**config.mk**
```make
export PLATFORM = sky130hd
export DESIGN_NAME = serial_deser_flat
export DESIGN_NICKNAME = d
export VERILOG_FILES = /design/src/rtl/sr_pkg.sv /design/src/rtl/serial_deser_if.sv /design/src/rtl/bit_counter.sv /design/src/rtl/serial_deser.sv /design/src/flat_wrapper.sv
export SDC_FILE = /design/constraint.sdc
export NUM_CORES = 1
export LEC_CHECK = 0
export ABC_AREA = 1
export BUFFER_PORTS_ARGS = -buffer_cell sky130_fd_sc_hd__buf_2
export CAP_MARGIN = 20
export CORE_AREA = 3 3 40 42
export DETAILED_ROUTE_END_ITERATION = 10
export DIE_AREA = 0 0 43 45
export HOLD_SLACK_MARGIN = 0.03
export PLACE_DENSITY = 0.74
export SLEW_MARGIN = 20
export SYNTH_ARGS = -nofsm -noshare
export SYNTH_HDL_FRONTEND = slang
export SYNTH_SLANG_ARGS = --single-unit
```
**constraint.sdc**
```tcl
create_clock -name CLK -period 1.6 [get_ports CLK]
set_input_delay 0.16 -clock CLK [delete_from_list [all_inputs] [get_ports CLK]]
set_output_delay 0.16 -clock CLK [all_outputs]
set_load 0.01 [all_outputs]
```
**src/rtl/sr_pkg.sv**
```systemverilog
// sr_pkg: shared state encoding and default word width for the serial deserializer
package sr_pkg;
  localparam int WIDTH_DEF = 4;
  typedef enum logic {IDLE = 1'b0, RECV = 1'b1} state_t;
endpackage

```
**src/rtl/serial_deser_if.sv**
```systemverilog
// serial_deser_if: bit-strobe input side and word/status output side of the deserializer
interface serial_deser_if import sr_pkg::*; #(parameter int WIDTH = WIDTH_DEF);
  logic serial_in;
  logic shift;
  logic start;
  logic ack;
  logic [WIDTH-1:0] Q;
  logic valid;
  logic busy;
  logic overrun;
  modport master(output serial_in, shift, start, ack, input Q, valid, busy, overrun);
  modport slave(input serial_in, shift, start, ack, output Q, valid, busy, overrun);
endinterface

```
**src/rtl/bit_counter.sv**
```systemverilog
// bit_counter: received-bit counter; clear with inc set loads 1 for the first bit of a frame
module bit_counter #(parameter int CW = 3) (
  input  logic          clk,
  input  logic          clear,
  input  logic          inc,
  output logic [CW-1:0] count
);
  always_ff @(posedge clk)
    count <= clear ? CW'(inc) : count + CW'(inc);
endmodule

```
**src/rtl/serial_deser.sv**
```systemverilog
// serial_deser: MSB-first serial-to-parallel word receiver with valid/ack and sticky overrun
module serial_deser import sr_pkg::*; #(parameter int WIDTH = WIDTH_DEF) (
  input  logic     CLK,
  input  logic     reset,
  serial_deser_if.slave bus
);
  localparam int CW = $clog2(WIDTH + 1);
  state_t state, state_n;
  logic [CW-1:0] count;
  logic [WIDTH-1:0] sr, sr_n, q;
  logic load, step, done, clear, inc, valid, overrun;
  always_comb begin
    load    = bus.shift && bus.start;
    step    = bus.shift && !bus.start && state == RECV;
    done    = step && count == CW'(WIDTH - 1);
    state_n = reset ? IDLE : load ? RECV : done ? IDLE : state;
    clear   = reset || load || done;
    inc     = !reset && (load || (step && !done));
    sr_n    = {sr[WIDTH-2:0], bus.serial_in};
  end
  always_ff @(posedge CLK)
    state <= state_n;
  bit_counter #(.CW(CW)) u_cnt (.clk(CLK), .clear(clear), .inc(inc), .count(count));
  // a resync restart leaves q, valid and overrun untouched; only completion writes them
  always_ff @(posedge CLK) begin
    if (reset) begin
      sr      <= '0;
      q       <= '0;
      valid   <= 1'b0;
      overrun <= 1'b0;
    end else begin
      if (load) sr <= {{(WIDTH-1){1'b0}}, bus.serial_in};
      else if (step) sr <= sr_n;
      if (done) q <= sr_n;
      valid <= done || (valid && !bus.ack);
      if (done && valid && !bus.ack) overrun <= 1'b1;
    end
  end
  assign bus.Q       = q;
  assign bus.valid   = valid;
  assign bus.busy    = state == RECV;
  assign bus.overrun = overrun;
endmodule

```
**src/flat_wrapper.sv**
```systemverilog
// flat-port wrapper written by rule: the top's interface ports become plain ports
module serial_deser_flat import sr_pkg::*;
#(parameter int WIDTH = WIDTH_DEF)
  (CLK, reset, bus_serial_in, bus_shift, bus_start, bus_ack, bus_Q, bus_valid, bus_busy, bus_overrun);
  serial_deser_if #(.WIDTH(WIDTH)) bus_i ();
  input  logic CLK;
  input  logic reset;
  input wire logic [$bits(bus_i.serial_in)-1:0] bus_serial_in;
  input wire logic [$bits(bus_i.shift)-1:0] bus_shift;
  input wire logic [$bits(bus_i.start)-1:0] bus_start;
  input wire logic [$bits(bus_i.ack)-1:0] bus_ack;
  output wire logic [$bits(bus_i.Q)-1:0] bus_Q;
  output wire logic [$bits(bus_i.valid)-1:0] bus_valid;
  output wire logic [$bits(bus_i.busy)-1:0] bus_busy;
  output wire logic [$bits(bus_i.overrun)-1:0] bus_overrun;
  assign bus_i.serial_in = bus_serial_in;
  assign bus_i.shift = bus_shift;
  assign bus_i.start = bus_start;
  assign bus_i.ack = bus_ack;
  assign bus_Q = bus_i.Q;
  assign bus_valid = bus_i.valid;
  assign bus_busy = bus_i.busy;
  assign bus_overrun = bus_i.overrun;
  serial_deser #(.WIDTH(WIDTH)) u_core (.CLK(CLK), .reset(reset), .bus(bus_i));
endmodule
```
# Word-level counts from Yosys, hierarchy flattened
# Index checks and enable logic that the tools add are counted.
op_classes:
  n_eq_ne: 1
  muxes: 5
  addsub: 1
  n_reduce_logical: 20
ops:
  columns: ["op", "n"]
  rows:
  - ["logical AND 1 bit", 9]
  - ["two-way mux 1 bit", 5]
  - ["zero test 1 bit", 4]
  - ["logical OR 1 bit", 4]
  - ["nonzero test 2 bit", 2]
  - ["adder 3 x 1 -> 3 bit", 1]
  - ["equality test 3 x 2 -> 1 bit, second input constant", 1]
  - ["OR reduction 2 bit", 1]
totals:
  in_bits: 6
  output_inout_bits: 7
  regBits: 13

# Logic depth before layout (Yosys ltp)
# Gate-level depths: netlist of run 1.
logic_depth:
  word_depth: 10
  mapped_depth: 8
  mapped_depth_nobuf: 8

# Modules after synthesis
# A second synthesis of run 1 with hierarchy kept.
hier_totals:
  cells_unflattened: 76
  area_unflattened_um2: 593.1
modules_own_cells:
  columns: ["module", "instances", "seq_area_each_um2", "area_each_um2", "cells_per_inst"]
  rows:
  - ["serial_deser", 1, 200.2, 465.4, 61]
  - ["bit_counter", 1, 60.1, 127.6, 15]

# Worst setup path after synthesis of run 1
# No wires, ideal clock.
synth_path:
  kind: "flip-flop to flip-flop"
  from: "register u_core.state (netlist: u_core.bus.busy)"
  to: "register u_core.u_cnt.count[2]"
  period_less_slack_ns: 1.435
  setup_slack_ns: 0.165
  stages_incl_launch_ff: 9
  arrival_ns: 1.319
  required_time_ns: 1.484
  path_buffers: 0
  setup_time_ns: 0.116
  cell_sequence: "dfxtp_1 nand2_1 nor2_4 nand2_1 a21oi_1 ha_1 ha_1 xnor2_1 nor2_1"
synth_via:
  elab_chain_len: 7
  word_cells_on_any_way: 8
synth_rtl:
  columns: ["element", "line_no", "text"]
  rows:
  - ["start, declared", "serial_deser.sv:8", "state_t state, state_n;"]
  - ["start signal, assigned", "serial_deser.sv:22", "state <= state_n;"]
  - ["logical AND 1 bit (*)", "serial_deser.sv:14", "step = bus.shift && !bus.start && state == RECV;"]
  - ["logical AND 1 bit", "serial_deser.sv:15", "done = step && count == CW'(WIDTH - 1);"]
  - ["zero test 1 bit", "serial_deser.sv:18", "inc = !reset && (load || (step && !done));"]
  - ["logical AND 1 bit", "serial_deser.sv:18", null]
  - ["logical OR 1 bit", "serial_deser.sv:18", null]
  - ["logical AND 1 bit", "serial_deser.sv:18", null]
  - ["adder 3 x 1 -> 3 bit", "bit_counter.sv:9", "count <= clear ? CW'(inc) : count + CW'(inc);"]
  - ["end signal, assigned", "bit_counter.sv:9", null]
  - ["end, declared", "bit_counter.sv:6", "output logic [CW-1:0] count"]
# Mark *: on every way between the ends. The rest lies on a longest branch, timed or not.
# A chain may end at the register's enable or synchronous reset.

# Worst setup path after layout of run 1
# Same ends and word-level chain as after synthesis.

==> metrics.csv, run 1 <==
metric,value,unit
Compound-Gate Fraction of Synth Area,0.0448,
"Max FO, Critical Path",4,
"top cells by area, synth","dfxtp_1, nor2_1, nand2_1, nand3_1, nand3b_1",
clock buffer count from CTS,3,
Placed Cells,102,
synth warn,0,
most frequent cells in the layout,"nor2_1, nand2_1, dfxtp_1",
Finished Layout Cells,106,
setup tns final,0,ns
Die Y,45,um
post-synthesis adder-cell area fraction,0.0448,
post-CTS setup buffers,0,
mux cell area share after synthesis,0,
"Seq/Total Area, Yosys",0.466,
DIE AREA,0.00194,sq mm
clock tree from TritonCTS,yes,
row count,13,
Synth-to-Final Area Change,20.2,%
Residual DRC,0,
largest net degree at the start of global routing,9,
clk buf depth,2,
Post-Synthesis Net Count,82,
endpoints failing hold,0,
minimum clock period,1.36,ns
starting density of the core,0.434,
vias in the first global route,383,
gpl congestion,0.817,
clock slew at reported path FFs,0.07,ns
drt wl/cell,9.09,um
Total Wirelength,964,um
main combinational cell family by area after synthesis,simple AND/OR/NAND/NOR gates,
core region area,0.00128,sq mm
"most common cell after layout, fill and taps aside",nor2_1,
Pre-antenna DRT Iters,4,
Synth Area in XOR/XNOR,0.0157,
H-tree levels,1,
Worst Hold Class,in2reg,
CTS Hold Bufs,0,
Final setup viols,0,
share of cells above drive strength 1,0.209,
initial antenna violation count,0,
CP required,1.77,ns
Syn Std Cell Area,558,sq um
drt via density,4.61,
grt ovf,0,
Post-Synth Simple-Gate Area,0.381,
crit share post-route,0.849,
diode count,0,
total track usage,0.110,
fin. max-slew vios,0,
Top Ports,13,
Synth Register Bits,13,
Critical Path AT,1.52,ns
Synth cell types,12,
post-synthesis instance total,74,
"area leader, netlist",dfxtp_1,
die width,43,um
fmax,0.737,GHz
leak pwr,0.000319,uW
Setup CP Type,reg2reg,
worst skew pair latency,0.27,ns
headroom to the max-slew limit,0.756,
VDD IR-drop max,0.000303,V
Vias,489,
CP startpoint kind,register,
pwr/cell area,866,mW/mm^2
Slew @ Worst Pin,0.365,ns
Iter 0 DRT Violations,5,
run status,"complete, no violations",
Max-Cap Viols,0,
post-route antenna net violation count,0,
PortBufs,12,
Critical Path Sink Type,register,
post-synthesis area per instance,7.54,sq um
Fillers,131,
DP HPWL,750,um
reg2reg setup slack,0.24,ns
final clock skew,0.00109,ns
first-pass GRT wire length,1530,um
"Gates resized, CTS repair",0,
Yosys top cell area share,0.466,
RSZ-0062 raised after global routing,no,
root buffer cell,clkbuf_4,
clock sinks,13,
nets,100,
kinds of logic after synthesis:
| family | Yosys count |
|---|---|
| AND/OR/NAND/NOR | 46 |
| adder cells (fa/ha/maj) | 2 |
| AO/OA/AOI/OAI | 5 |
| flip-flops | 13 |
| XOR/XNOR | 1 |
| buffers and inverters | 7 |
final timing paths:
| kind | to | start | depth (start not counted) |
|---|---|---|---|
| setup reg to reg | u_core.u_cnt.count[2] | u_core.bus.busy | 8 |
| hold / removal | u_core.bus.overrun | reset | 2 |
| setup / recovery | u_core.u_cnt.count[2] | u_core.bus.busy | 8 |
| hold reg to reg | u_core.bus.overrun | u_core.bus.overrun | 2 |
critical path, stage by stage, from the launching register on:
cell and delay (ns):
dfxtp_1 0.37, nand2_1 0.13, nor2_4 0.11, nand2_1 0.05
a21oi_1 0.13, ha_1 0.16, ha_1 0.15, xnor2_1 0.11
nor2_1 0.06
registers in the layout, indices dropped and copies added, names as in the netlist:
name                flops
u_core.bus.overrun      1
u_core.bus.Q            4
u_core.sr               3
u_core.bus.valid        1
u_core.bus.busy         1
u_core.u_cnt.count      3
cell usage after synthesis:
library cell,number
o21ai_0,2
ha_1,2
dfxtp_1,13
nor2_2,1
inv_1,7
xnor2_1,1
nand3b_1,4
nand3_1,6
a21oi_1,3
nand2_1,14
nor2_1,19
nor2_4,2
routing by layer:
metal | wire length, um | part of all wire | track usage | up-vias
li1 | - | - | - | 268
met1 | 487 | 0.51 | 0.129 | 206
met2 | 399 | 0.41 | 0.159 | 13
met3 | 58 | 0.060 | 0.0279 | 2
met4 | 19 | 0.020 | 0.108 | 0
met5 | 0 | 0 | 0 | -
through the flow:
stage          instance area (sq um)  hold slack, ns  utilization  total power (uW)  setup WS, ns
2_1_floorplan                    558           0.229            -               375         0.165
3_3_place_gp                     644           0.399        0.501               394         0.273
3_5_place_dp                     644           0.400        0.501               394         0.248
4_1_cts                          671           0.107        0.522               595         0.233
5_1_grt                          671          0.0984        0.522               622         0.121
6_report                         671           0.124        0.522               581         0.242
report_power, final:
group / total [uW] / switching (uW) / internal (uW) / leakage (uW)
clock: 195 / 98.3 / 96.4 / 0.0000150
sequential: 338 / 5.92 / 332 / 0.000106
combinational: 48.4 / 29.1 / 19.4 / 0.000198
cell type report:
cell class | instances | area [sq um] | area share
Multi-Input combinational cell | 54 | 272 | 0.405
Inverter | 7 | 26.3 | 0.0392
Tap cell | 15 | 18.8 | 0.0280
Timing Repair Buffer | 13 | 67.6 | 0.101
Clock buffer | 4 | 26.3 | 0.0392
Sequential cell | 13 | 260 | 0.388
(Power assumes the default switching activity.)
==> run 2, diff against run 1 <==
Clock period 1.6 ns to 1.31 ns, I/O delays scaled along.
==> run 2 against run 1 <==
The flow now finishes with violations (negative setup slack); total power increased by 27%; worst setup slack got worse by 0.24 ns; combinational power up 64%; via count is 9.0% higher; wire length increased by 29%; clock skew is 0.0036 ns higher; hold slack worse by 0.027 ns; utilization grew 8.5 points; critical endpoint unchanged; largest power group unchanged.
==> metrics.csv, run 2 (synthesis gave the netlist of run 1 again) <==
metric,value,unit,change
H-tree levels,1,,unchanged
DIE AREA,0.00194,sq mm,unchanged
drt via density,4.68,,+1.3%
max reg flops,4,,unchanged
grt ovf,0,,unchanged
leak pwr,0.000364,uW,+14%
initial antenna violation count,0,,unchanged
Final setup viols,1,,+1
endpoints failing hold,0,,unchanged
Slew @ Worst Pin,0.224,ns,-0.141 ns
run status,"complete, but fails checks",,
PortBufs,12,,unchanged
Pre-antenna DRT Iters,4,,unchanged
VDD IR-drop max,0.000529,V,+75%
Fillers,121,,-7.6%
CP required,1.49,ns,-0.28 ns
Critical Path AT,1.49,ns,-0.03 ns
clock sinks,13,,unchanged
diode count,0,,unchanged
Worst Hold Class,in2reg,,
Setup CP Type,reg2reg,,
clock buffer count from CTS,3,,unchanged
setup tns final,-0.00146,ns,-0.00146 ns
root buffer cell,clkbuf_4,,
clock slew at reported path FFs,0.08,ns,about the same
minimum clock period,1.31,ns,-0.0461 ns
DP HPWL,882,um,+18%
final clock skew,0.00472,ns,+0.00363 ns
most frequent cells in the layout,"nor2_1, nand2_1, buf_2",,
vias in the first global route,450,,+17%
starting density of the core,0.434,,unchanged
core region area,0.00128,sq mm,unchanged
headroom to the max-slew limit,0.850,,+0.0942
nets,108,,+8.0%
CTS Hold Bufs,0,,unchanged
row count,13,,unchanged
share of cells above drive strength 1,0.394,,+0.185
die width,43,um,unchanged
Total Wirelength,1240,um,+29%
"Max FO, Critical Path",2,,-2
dpl ws,-0.0507,ns,-0.298 ns
crit share post-route,1.00,,+0.153
Critical Path Sink Type,register,,
Iter 0 DRT Violations,5,,unchanged
Top Ports,13,,unchanged
"most common cell after layout, fill and taps aside",nor2_1,,
Die Y,45,um,unchanged
first-pass GRT wire length,1920,um,+25%
gpl congestion,0.823,,+0.73%
total track usage,0.143,,+0.0333
fin. max-slew vios,0,,unchanged
setup slack after layout,-0.00146,ns,-0.244 ns
worst skew pair latency,0.28,ns,about the same
drt wl/cell,10.9,um,+20%
failing checks,negative setup slack,,
Synth-to-Final Area Change,39.7,%,
Vias,533,,+9.0%
register area,268,sq um,+2.9%
Residual DRC,0,,unchanged
clock tree from TritonCTS,yes,,
multi-input logic area,313,sq um,+15%
Max-Cap Viols,0,,unchanged
clk buf depth,2,,unchanged
post-route antenna net violation count,0,,unchanged
RSZ-0062 raised after global routing,yes,,
largest net degree at the start of global routing,9,,unchanged
fmax,0.763,GHz,+3.5%
CP startpoint kind,register,,
pwr/cell area,946,mW/mm^2,+9.2%
## run 2: critical path, cell delays in order (launching register included)
cell and delay, ns:
dfxtp_4 0.36, nand2_4 0.06, nor2_4 0.09, nand2_2 0.06, a21oi_2 0.14, ha_2 0.21, ha_4 0.14, xnor2_2 0.10
nor2_1 0.06
## run 2: repair_timing
| item | in CTS | in global routing |
|---|---|---|
| setup buffers | 4 | 2 |
| endpoints found under the setup margin | 2 | 2 |
| pin swaps | 5 | 2 |
| gates resized for setup | 7 | 5 |
## run 2: path summary, 6_finish.rpt
kind                      start                    end  slack, ns  cells past startpoint
min                       reset     u_core.bus.overrun        0.1                      2
min reg2reg  u_core.bus.overrun     u_core.bus.overrun       0.46                      2
max reg2reg     u_core.bus.busy  u_core.u_cnt.count[2]     -0.001                      8
max             u_core.bus.busy  u_core.u_cnt.count[2]     -0.001                      8
## run 2: layout make-up
cell class | count | area share
Timing Repair Buffer | 21 | 0.164
Sequential cell | 13 | 0.343
Multi-Input combinational cell | 54 | 0.401
Clock buffer | 4 | 0.0337
Tap cell | 15 | 0.0241
Inverter | 7 | 0.0337
## run 2: routing by layer
metal  up-vias  track usage  part of all wire
met1       229        0.153              0.43
met4         0        0.108             0.029
met5         -            0                 0
met3         5       0.0478             0.057
met2        15        0.234              0.48
li1        284            -                 -
## run 2: metrics by stage
step	cell area (sq um)	utilization	total power, uW	cells	hold slack [ns]
after detailed placement	666	0.518	484	104	0.374
after global placement	666	0.518	482	104	0.368
after floorplan	564	-	459	74	0.200
final	779	0.607	738	114	0.0971
after global routing	779	0.607	778	114	0.0927
after CTS	748	0.582	741	112	0.0855
## run 2: where the power goes
| part | switching (uW) | total [uW] | internal [uW] |
|---|---|---|---|
| logic | 42.9 | 79.2 | 36.3 |
| registers | 8.99 | 415 | 406 |
| clock network | 125 | 243 | 118 |
